$ cat src/rtl/uart_pkg.sv
// Shared UART constants and the transmit-sequencer state type.
package uart_pkg;
  localparam int unsigned UART_DATA_W          = 8;
  localparam int unsigned DEFAULT_DEPTH_LOG2   = 4;
  localparam int unsigned DEFAULT_BUSY_TIMEOUT = 4;

  typedef enum logic [1:0] {IDLE, START, WAIT_BUSY, WAIT_DONE} tx_state_e;
endpackage

$ cat src/rtl/sync_fifo.sv
// Single-clock circular FIFO with separate level counter and synchronous flush.
module sync_fifo #(
  parameter int unsigned WIDTH      = 8,
  parameter int unsigned DEPTH_LOG2 = 4
) (
  input  logic                  clk,
  input  logic                  rst_n,
  input  logic                  i_push,
  input  logic                  i_pop,
  input  logic                  i_flush,
  input  logic [WIDTH-1:0]      i_wdata,
  output logic [WIDTH-1:0]      o_rdata,
  output logic [DEPTH_LOG2:0]   o_level,
  output logic                  o_full,
  output logic                  o_empty
);
  localparam int unsigned DEPTH = 2 ** DEPTH_LOG2;
  localparam logic [DEPTH_LOG2-1:0] PTR_ONE  = 1;
  localparam logic [DEPTH_LOG2:0]   LVL_ONE  = 1;
  localparam logic [DEPTH_LOG2:0]   LVL_FULL = (DEPTH_LOG2 + 1)'(DEPTH);

  logic [WIDTH-1:0]      r_mem [DEPTH];
  logic [DEPTH_LOG2-1:0] r_wptr;
  logic [DEPTH_LOG2-1:0] r_rptr;
  logic [DEPTH_LOG2:0]   r_level;
  logic                  w_push;
  logic                  w_pop;

  assign o_full  = (r_level == LVL_FULL);
  assign o_empty = (r_level == '0);
  assign o_level = r_level;
  assign o_rdata = r_mem[r_rptr];
  assign w_push  = i_push & ~o_full & ~i_flush;
  assign w_pop   = i_pop & ~o_empty;

  always_ff @(posedge clk) begin
    if (w_push) r_mem[r_wptr] <= i_wdata;
  end

  always_ff @(posedge clk or negedge rst_n) begin
    if (!rst_n) begin
      r_wptr  <= '0;
      r_rptr  <= '0;
      r_level <= '0;
    end else if (i_flush) begin
      // A pop coinciding with flush still consumes its head entry.
      r_rptr  <= w_pop ? r_rptr + PTR_ONE : r_rptr;
      r_wptr  <= w_pop ? r_rptr + PTR_ONE : r_rptr;
      r_level <= '0;
    end else begin
      if (w_push) r_wptr <= r_wptr + PTR_ONE;
      if (w_pop)  r_rptr <= r_rptr + PTR_ONE;
      if (w_push && !w_pop)      r_level <= r_level + LVL_ONE;
      else if (w_pop && !w_push) r_level <= r_level - LVL_ONE;
    end
  end
endmodule

$ cat src/rtl/uart_tx_feeder.sv
// Byte queue that launches one byte at a time into async_transmitter,
// waiting for TxD_busy to rise and fall (or time out) between launches.
module uart_tx_feeder
  import uart_pkg::*;
#(
  parameter int unsigned DEPTH_LOG2   = DEFAULT_DEPTH_LOG2,
  parameter int unsigned BUSY_TIMEOUT = DEFAULT_BUSY_TIMEOUT
) (
  input  logic                   clk,
  input  logic                   rst_n,
  input  logic [UART_DATA_W-1:0] wr_data,
  input  logic                   wr_valid,
  output logic                   wr_ready,
  input  logic                   flush,
  output logic                   TxD_start,
  output logic [UART_DATA_W-1:0] TxD_data,
  input  logic                   TxD_busy,
  output logic [DEPTH_LOG2:0]    level,
  output logic                   empty,
  output logic                   full,
  output logic                   idle
);
  localparam int unsigned CNT_W = $clog2(BUSY_TIMEOUT + 1);
  localparam logic [CNT_W-1:0] CNT_ONE  = 1;
  localparam logic [CNT_W-1:0] CNT_LAST = CNT_W'(BUSY_TIMEOUT);

  tx_state_e              r_state;
  logic                   r_start;
  logic [UART_DATA_W-1:0] r_data;
  logic [CNT_W-1:0]       r_cnt;
  logic                   w_push;
  logic                   w_pop;
  logic [UART_DATA_W-1:0] w_rdata;

  assign wr_ready  = ~full & ~flush;
  assign w_push    = wr_valid & wr_ready;
  assign w_pop     = (r_state == IDLE) & ~empty & ~TxD_busy;
  assign idle      = empty & (r_state == IDLE);
  assign TxD_start = r_start;
  assign TxD_data  = r_data;

  sync_fifo #(
    .WIDTH      (UART_DATA_W),
    .DEPTH_LOG2 (DEPTH_LOG2)
  ) u_fifo (
    .clk     (clk),
    .rst_n   (rst_n),
    .i_push  (w_push),
    .i_pop   (w_pop),
    .i_flush (flush),
    .i_wdata (wr_data),
    .o_rdata (w_rdata),
    .o_level (level),
    .o_full  (full),
    .o_empty (empty)
  );

  always_ff @(posedge clk or negedge rst_n) begin
    if (!rst_n) begin
      r_state <= IDLE;
      r_start <= 1'b0;
      r_data  <= '0;
      r_cnt   <= '0;
    end else begin
      unique case (r_state)
        IDLE: begin
          if (w_pop) begin
            r_data  <= w_rdata;
            r_start <= 1'b1;
            r_state <= START;
          end
        end
        START: begin
          r_start <= 1'b0;
          r_cnt   <= '0;
          r_state <= WAIT_BUSY;
        end
        WAIT_BUSY: begin
          if (TxD_busy) begin
            r_state <= WAIT_DONE;
          end else begin
            // Transmitter never acknowledged: treat the byte as sent.
            r_cnt <= r_cnt + CNT_ONE;
            if (r_cnt + CNT_ONE == CNT_LAST) r_state <= IDLE;
          end
        end
        WAIT_DONE: begin
          if (!TxD_busy) r_state <= IDLE;
        end
        default: r_state <= IDLE;
      endcase
    end
  end
endmodule

$ cat config.mk
export PLATFORM = sky130hd
export DESIGN_NAME = uart_tx_feeder
export DESIGN_NICKNAME = d
export VERILOG_FILES = /design/src/rtl/uart_pkg.sv /design/src/rtl/sync_fifo.sv /design/src/rtl/uart_tx_feeder.sv
export SDC_FILE = /design/constraint.sdc
export NUM_CORES = 1
export LEC_CHECK = 0
export ABC_AREA = 1
export CAP_MARGIN = 20
export CELL_PAD_IN_SITES_DETAIL_PLACEMENT = 1
export CELL_PAD_IN_SITES_GLOBAL_PLACEMENT = 2
export CORE_ASPECT_RATIO = 1.4
export CORE_MARGIN = 1
export CORE_UTILIZATION = 44
export CTS_CLUSTER_SIZE = 20
export DETAILED_ROUTE_END_ITERATION = 10
export DONT_BUFFER_PORTS = 1
export PLACE_DENSITY = 0.78
export SLEW_MARGIN = 5
export SYNTH_ARGS = -nofsm -noshare
export SYNTH_HDL_FRONTEND = slang
export SYNTH_SLANG_ARGS = --single-unit
$ cat constraint.sdc
create_clock -name clk -period 4.5 [get_ports clk]
set_input_delay 0.45 -clock clk [delete_from_list [all_inputs] [get_ports clk]]
set_output_delay 0.45 -clock clk [all_outputs]
set_load 0.1 [all_outputs]
==> Word level (Yosys, flattened, before mapping) <==
Memory sizes are Yosys's and may differ from the RTL's. A register that Yosys moved wholly into a read port is not among the register bits.
Cells that the tools add are included.
W data, S select, Z words.
{ "word_totals": {"regBits": 19, "mem_bits_rw": 128, "inputBits": 13, "output_inout_bits": 18, "word_cells": 65, "mem_count": 1} }
{ "op_classes": {"addsub": 5, "n_eq_ne": 9, "muxes": 17, "n_bitwise": 12, "n_reduce_logical": 15} }
{ "memory_table": {"columns": ["name", "words", "width", "rd", "rd_ports_with_merged_regs", "write_ports", "line_no", "source"], "rows": [
  ["u_fifo.r_mem", 16, 8, 1, 1, 1, "sync_fifo.sv:22", "logic [WIDTH-1:0] r_mem [DEPTH];"]
]} }
{ "ops": {"columns": ["cell", "count"], "rows": [
  ["$mux W5", 3],
  ["$mux W4", 3],
  ["$add A4 B1 Y4 const B", 2],
  ["$and A1 B1 Y1", 8],
  ["$mux W2", 4],
  ["$pmux W2 S4", 1],
  ["$pmux W3 S2", 1],
  ["$reduce_and A2 Y1", 3],
  ["$reduce_bool A2 Y1", 3],
  ["$add A5 B1 Y5 const B", 1],
  ["$eq A5 B5 Y1 const B", 1],
  ["$logic_not A5 Y1", 1],
  ["$sub A5 B1 Y5 const B", 1],
  ["$eq A2 B2 Y1 const B", 2],
  ["$ne A2 B2 Y1 const B", 2],
  ["$not A1 Y1", 4],
  ["$add A3 B1 Y3 const B", 1],
  ["$eq A3 B3 Y1 const B", 1],
  ["$logic_not A1 Y1", 3],
  ["$mux W1", 3],
  ["$mux W3", 1],
  ["$ne A3 B3 Y1 const B", 1],
  ["$reduce_and A3 Y1", 1],
  ["$reduce_bool A3 Y1", 1],
  ["5 further kinds", 6]
]} }

==> Depth between registers and ports, before layout <==
{ "depth": {"depth_word": 11, "ltp_mapped": 15, "ltp_nobuf": 15} }

==> Modules after synthesis <==
Synthesis repeated with hierarchy kept, for this count alone.
{ "unflattened": {"cells_unflattened": 588, "hier_area_um2": 6666.4} }
{ "by_module_without_submodules": {"columns": ["module", "n_inst", "cells_per_inst", "area_each_um2", "seq_area_each_um2"], "rows": [
  ["sync_fifo", 1, 508, 6012.0, 4169.0],
  ["uart_tx_feeder", 1, 80, 654.4, 350.3]
]} }

==> Least setup slack after synthesis <==
OpenSTA, ideal clock, no wires.
{ "synth_timing": {"kind": "reg2out", "startpoint": "reg u_fifo.r_level[2] (netlist: u_fifo.o_level[2])", "endpoint": "out idle", "arrival_ns": 2.496, "required_time_ns": 4.050, "path_slack_ns": 1.554, "path_stages_with_launch": 4, "path_cell_list": "dfrtp_1 > nor2_1 > nand3_2 > nor2_1"} }
{ "synth_via": {"elab_chain_cells": 2} }
{ "synth_rtl": {"columns": ["element", "line_no", "source"], "rows": [
  ["start: declaration", "sync_fifo.sv:25", "logic [DEPTH_LOG2:0] r_level;"],
  ["start signal: assignment", "sync_fifo.sv:53", "if (w_push && !w_pop) r_level <= r_level + LVL_ONE;"],
  ["start signal: assignment", "sync_fifo.sv:54", "else if (w_pop && !w_push) r_level <= r_level - LVL_ONE;"],
  ["$logic_not A5 Y1", "sync_fifo.sv:30", "assign o_empty = (r_level == '0);"],
  ["$and A1 B1 Y1", "uart_tx_feeder.sv:38", "assign idle = empty & (r_state == IDLE);"],
  ["end: declaration", "uart_tx_feeder.sv:21", "output logic idle"]
]} }
Every way passes these cells.

==> Worst setup path after layout <==
{ "layout_timing": {"startpoint": "reg u_fifo.r_level[0] (netlist: u_fifo.o_level[0])", "endpoint": "out idle"} }
Same word-level chain as after synthesis.

==> flow_metrics.py <==
metrics = {
    "min_path": {
        "hold_depth": 0,
        "worstHoldPathType": "input port to register",
    },
    "timing": {
        "final.setup.tns_ns": 0,
        "fin_crit_ns": 3.05,
        "max_slew.worst_pin.slew_ns": 1.08,
        "rsz0062_at_grt": "false",
        "setup_violations": 0,
        "drv_slew": 0,
        "min_period_over_period_pct": 67.7,
        "hold_viol": 0,
        "fin_worst_skew_ns": 0.0109,
        "relSlewSlack_pct": 28.0,
        "max_freq_mhz": 328,
    },
    "placed_design": {
        "dpl_cell_area_sq_um": 6870,
        "portBuffers": 0,
        "dp_hpwl_microns": 11900,
        "gp_congestion": 0.809,
    },
    "final_layout": {
        "fillers": 1631,
        "antenna_cells": 0,
        "final_cell_mix": "nand2_1, edfxtp_1, nor2_1",
        "final_nets": 648,
        "stdcell_area_sq_um": 7500,
        "final_common_cell": "nand2_1",
        "layout-drive-gt1-share_pct": 9.43,
        "syn2layout_area_growth_pct": 10.9,
    },
    "die": {
        "die_h_microns": 149,
        "core_area_sq_um": 15000,
        "rows": 53,
        "die_area_sq_um": 15900,
        "die_x_microns": 107,
        "io_pins": 31,
        "start_util_pct": 45.1,
    },
    "critical_path": {
        "crit_path_top_delay_cell": "nor2_2",
        "path_class": "register to output port",
        "path_depth": 3,
        "path_cells": "nor2_2 -> nand3_2 -> nor2_2",
        "path_delay_family": "simple AND/OR/NAND/NOR gates",
        "path_buf_inv": 0,
        "required_ns": 4.05,
        "arrival_ns": 2.60,
        "cp_max_fo": 6,
        "max_stage_delay_ns": 0.83,
        "critPathCaptureType": "output port",
        "cpMostUsedCell": "nor2_2",
        "reg2reg_depth": 14,
        "critPathLaunchType": "register",
    },
    "synth": {
        "synth_nets": 650,
        "yosys_warnings": 0,
        "synth.distinct_cells": 30,
        "avgSynthCellArea_sq_um": 10.8,
        "ys.flop_type": "edfxtp_1",
        "synth_edf_count": 128,
        "synthArstFlopShare_pct": 17.4,
        "syn_inst": 625,
        "ys_ff_latch": 155,
        "syn_area_sq_um": 6760,
        "seq_area_frac_synth_pct": 66.8,
    },
    "drt": {
        "drc": 0,
        "viasPerCell": 5.51,
        "vias": 4561,
        "drt_wl_total_microns": 18000,
        "drt_iter0_drc": 194,
        "antenna_left": 0,
        "post_drt_wl_per_cell_microns": 21.7,
        "drt_first_pass_iters": 4,
    },
    "power": {
        "vdd.ir_drop.worst_mv": 0.558,
        "power_leakage_uw": 0.00288,
        "p_per_area_nw_per_um2": 740,
    },
    "global_routing": {
        "grt_pass1_vias": 4979,
        "use_met2_pct": 44.8,
        "grt_pass1_wl_microns": 27800,
        "grt-ovfl-total": 0,
        "grt.total_usage_pct": 24.6,
        "antenna_found_initial": 0,
        "grtUsageMet3_pct": 4.12,
        "grt_max_degree": 66,
        "grt_use_met1_pct": 27.3,
        "top_usage_layer": "met2",
    },
    "clocking": {
        "numClockSinks": 155,
        "clockBufferDepth": 2,
        "cts_tree": "built",
        "cts_setup_buffers": 0,
        "clk_pin_slew_ns": 0.07,
        "cts_buffers": 17,
        "h-tree-depth": 4,
        "cts-resized-gates": 0,
        "insertion_delay_ns": 0.42,
        "cts_root_buffer": "clkbuf_16",
    },
    "flow_run": {
        "maxCapViolations": 0,
    },
    "run_status": {
        "outcome": "finished, final reports clean",
    },
}
## per-stage QoR
stage / instances / power, uW / hold WS, ns / setup WS (ns) / util, %
floorplan: 625 / 3660 / 0.154 / 1.55 / -
detailed placement: 794 / 4120 / 0.155 / 1.54 / 45.8
global route: 828 / 5850 / 0.0922 / 1.28 / 50.0
global placement: 794 / 4060 / 0.155 / 1.64 / 45.8
CTS: 828 / 5600 / 0.102 / 1.42 / 50.0
finish: 828 / 5550 / 0.118 / 1.45 / 50.0
## power breakdown
group / switching, uW / internal (uW) / total (uW)
Sequential: 557 / 1710 / 2270
Combinational: 1340 / 495 / 1830
Clock: 653 / 798 / 1450
Total: 2550 / 3000 / 5550
## synthesized netlist by cell type (3+ instances only)
cell type | n | area share (%)
nand2_1 | 135 | 7.5
edfxtp_1 | 128 | 57
nor2_1 | 119 | 6.6
nand3_1 | 63 | 4.7
o21ai_0 | 39 | 2.9
dfrtp_1 | 27 | 10
o21ai_1 | 21 | 1.6
inv_1 | 16 | 0.89
ha_1 | 11 | 2.0
buf_2 | 10 | 0.74
buf_4 | 7 | 0.78
clkbuf_1 | 6 | 0.33
nand4_1 | 5 | 0.46
xor2_1 | 5 | 0.65
buf_6 | 4 | 0.67
inv_2 | 4 | 0.22
nand3_2 | 4 | 0.59
a21oi_1 | 3 | 0.22
nand2_4 | 3 | 0.50
nor2_2 | 3 | 0.28
xnor2_1 | 3 | 0.39
## sequential cells by signal, indices dropped and copies added (netlist names)
name,count
u_fifo.r_mem,128
TxD_data,8
u_fifo.o_level,5
u_fifo.r_rptr,4
u_fifo.r_wptr,4
r_cnt,3
r_state,2
TxD_start,1
## metal layers
metal / share of wire, % / wire (microns)
met2: 54 / 9770
met4: 4.2 / 762
met3: 2.9 / 523
met5: 0 / 0
met1: 38 / 6900
## worst reg2reg max path, stage by stage (launching register included)
cell     delay (ns)
dfrtp_1        1.06
nor2_2         0.15
nand3_2        0.16
nand2_2        0.09
nor2_4         0.20
nand2_4        0.15
ha_1           0.37
a21oi_1        0.22
nand2_1        0.08
nand2_1        0.07
nand2_1        0.07
nand3_1        0.08
nand2_1        0.06
nand2_1        0.06
nand2_1        0.05
## cell families (layout without fill, tap and decap cells)
logic type	after synthesis	count (layout)	share of synthesized area, %
AO/OA/AOI/OAI	66	66	5.11
XOR/XNOR	8	8	1.04
adder cells (fa/ha/maj)	12	12	2.33
buffers and inverters	50	61	3.83
flip-flops	155	155	66.8
AND/OR/NAND/NOR	334	334	20.9
## final timing paths
path	from	slack (ns)	endpoint
hold / removal	wr_data[3]	0.12	u_fifo.r_mem[15][3]$_DFFE_PP_
max in group asynchronous	rst_n	3.85	u_fifo.r_rptr[0]$_DFF_PN0_
hold reg to reg	r_cnt[0]$_DFFE_PN0P_	0.55	r_cnt[0]$_DFFE_PN0P_
setup / recovery	u_fifo.o_level[0]$_DFFE_PN0P_	1.45	idle
min in group asynchronous	rst_n	0.46	r_cnt[1]$_DFFE_PN0P_
setup reg to reg	u_fifo.o_level[0]$_DFFE_PN0P_	1.54	u_fifo.o_level[4]$_DFFE_PN0P_
## what timing repair did
action | 4_1_cts | 5_1_grt
hold buffers | 2 | 0
endpoints found under the hold margin | 27 | 0
endpoints found under the setup margin | 0 | 0
## final cells by class
class                   count  area, sq um  area share (%)
well taps                 192          240            3.20
flip-flops and latches    155         4520            60.3
inverters                  22         85.1            1.13
clock inverters            15          175            2.34
multi-input cells         420         1990            26.5
repair buffers              7         67.6           0.901
clock buffers              17          425            5.67
No activity file was read; power rests on OpenSTA's default activity.
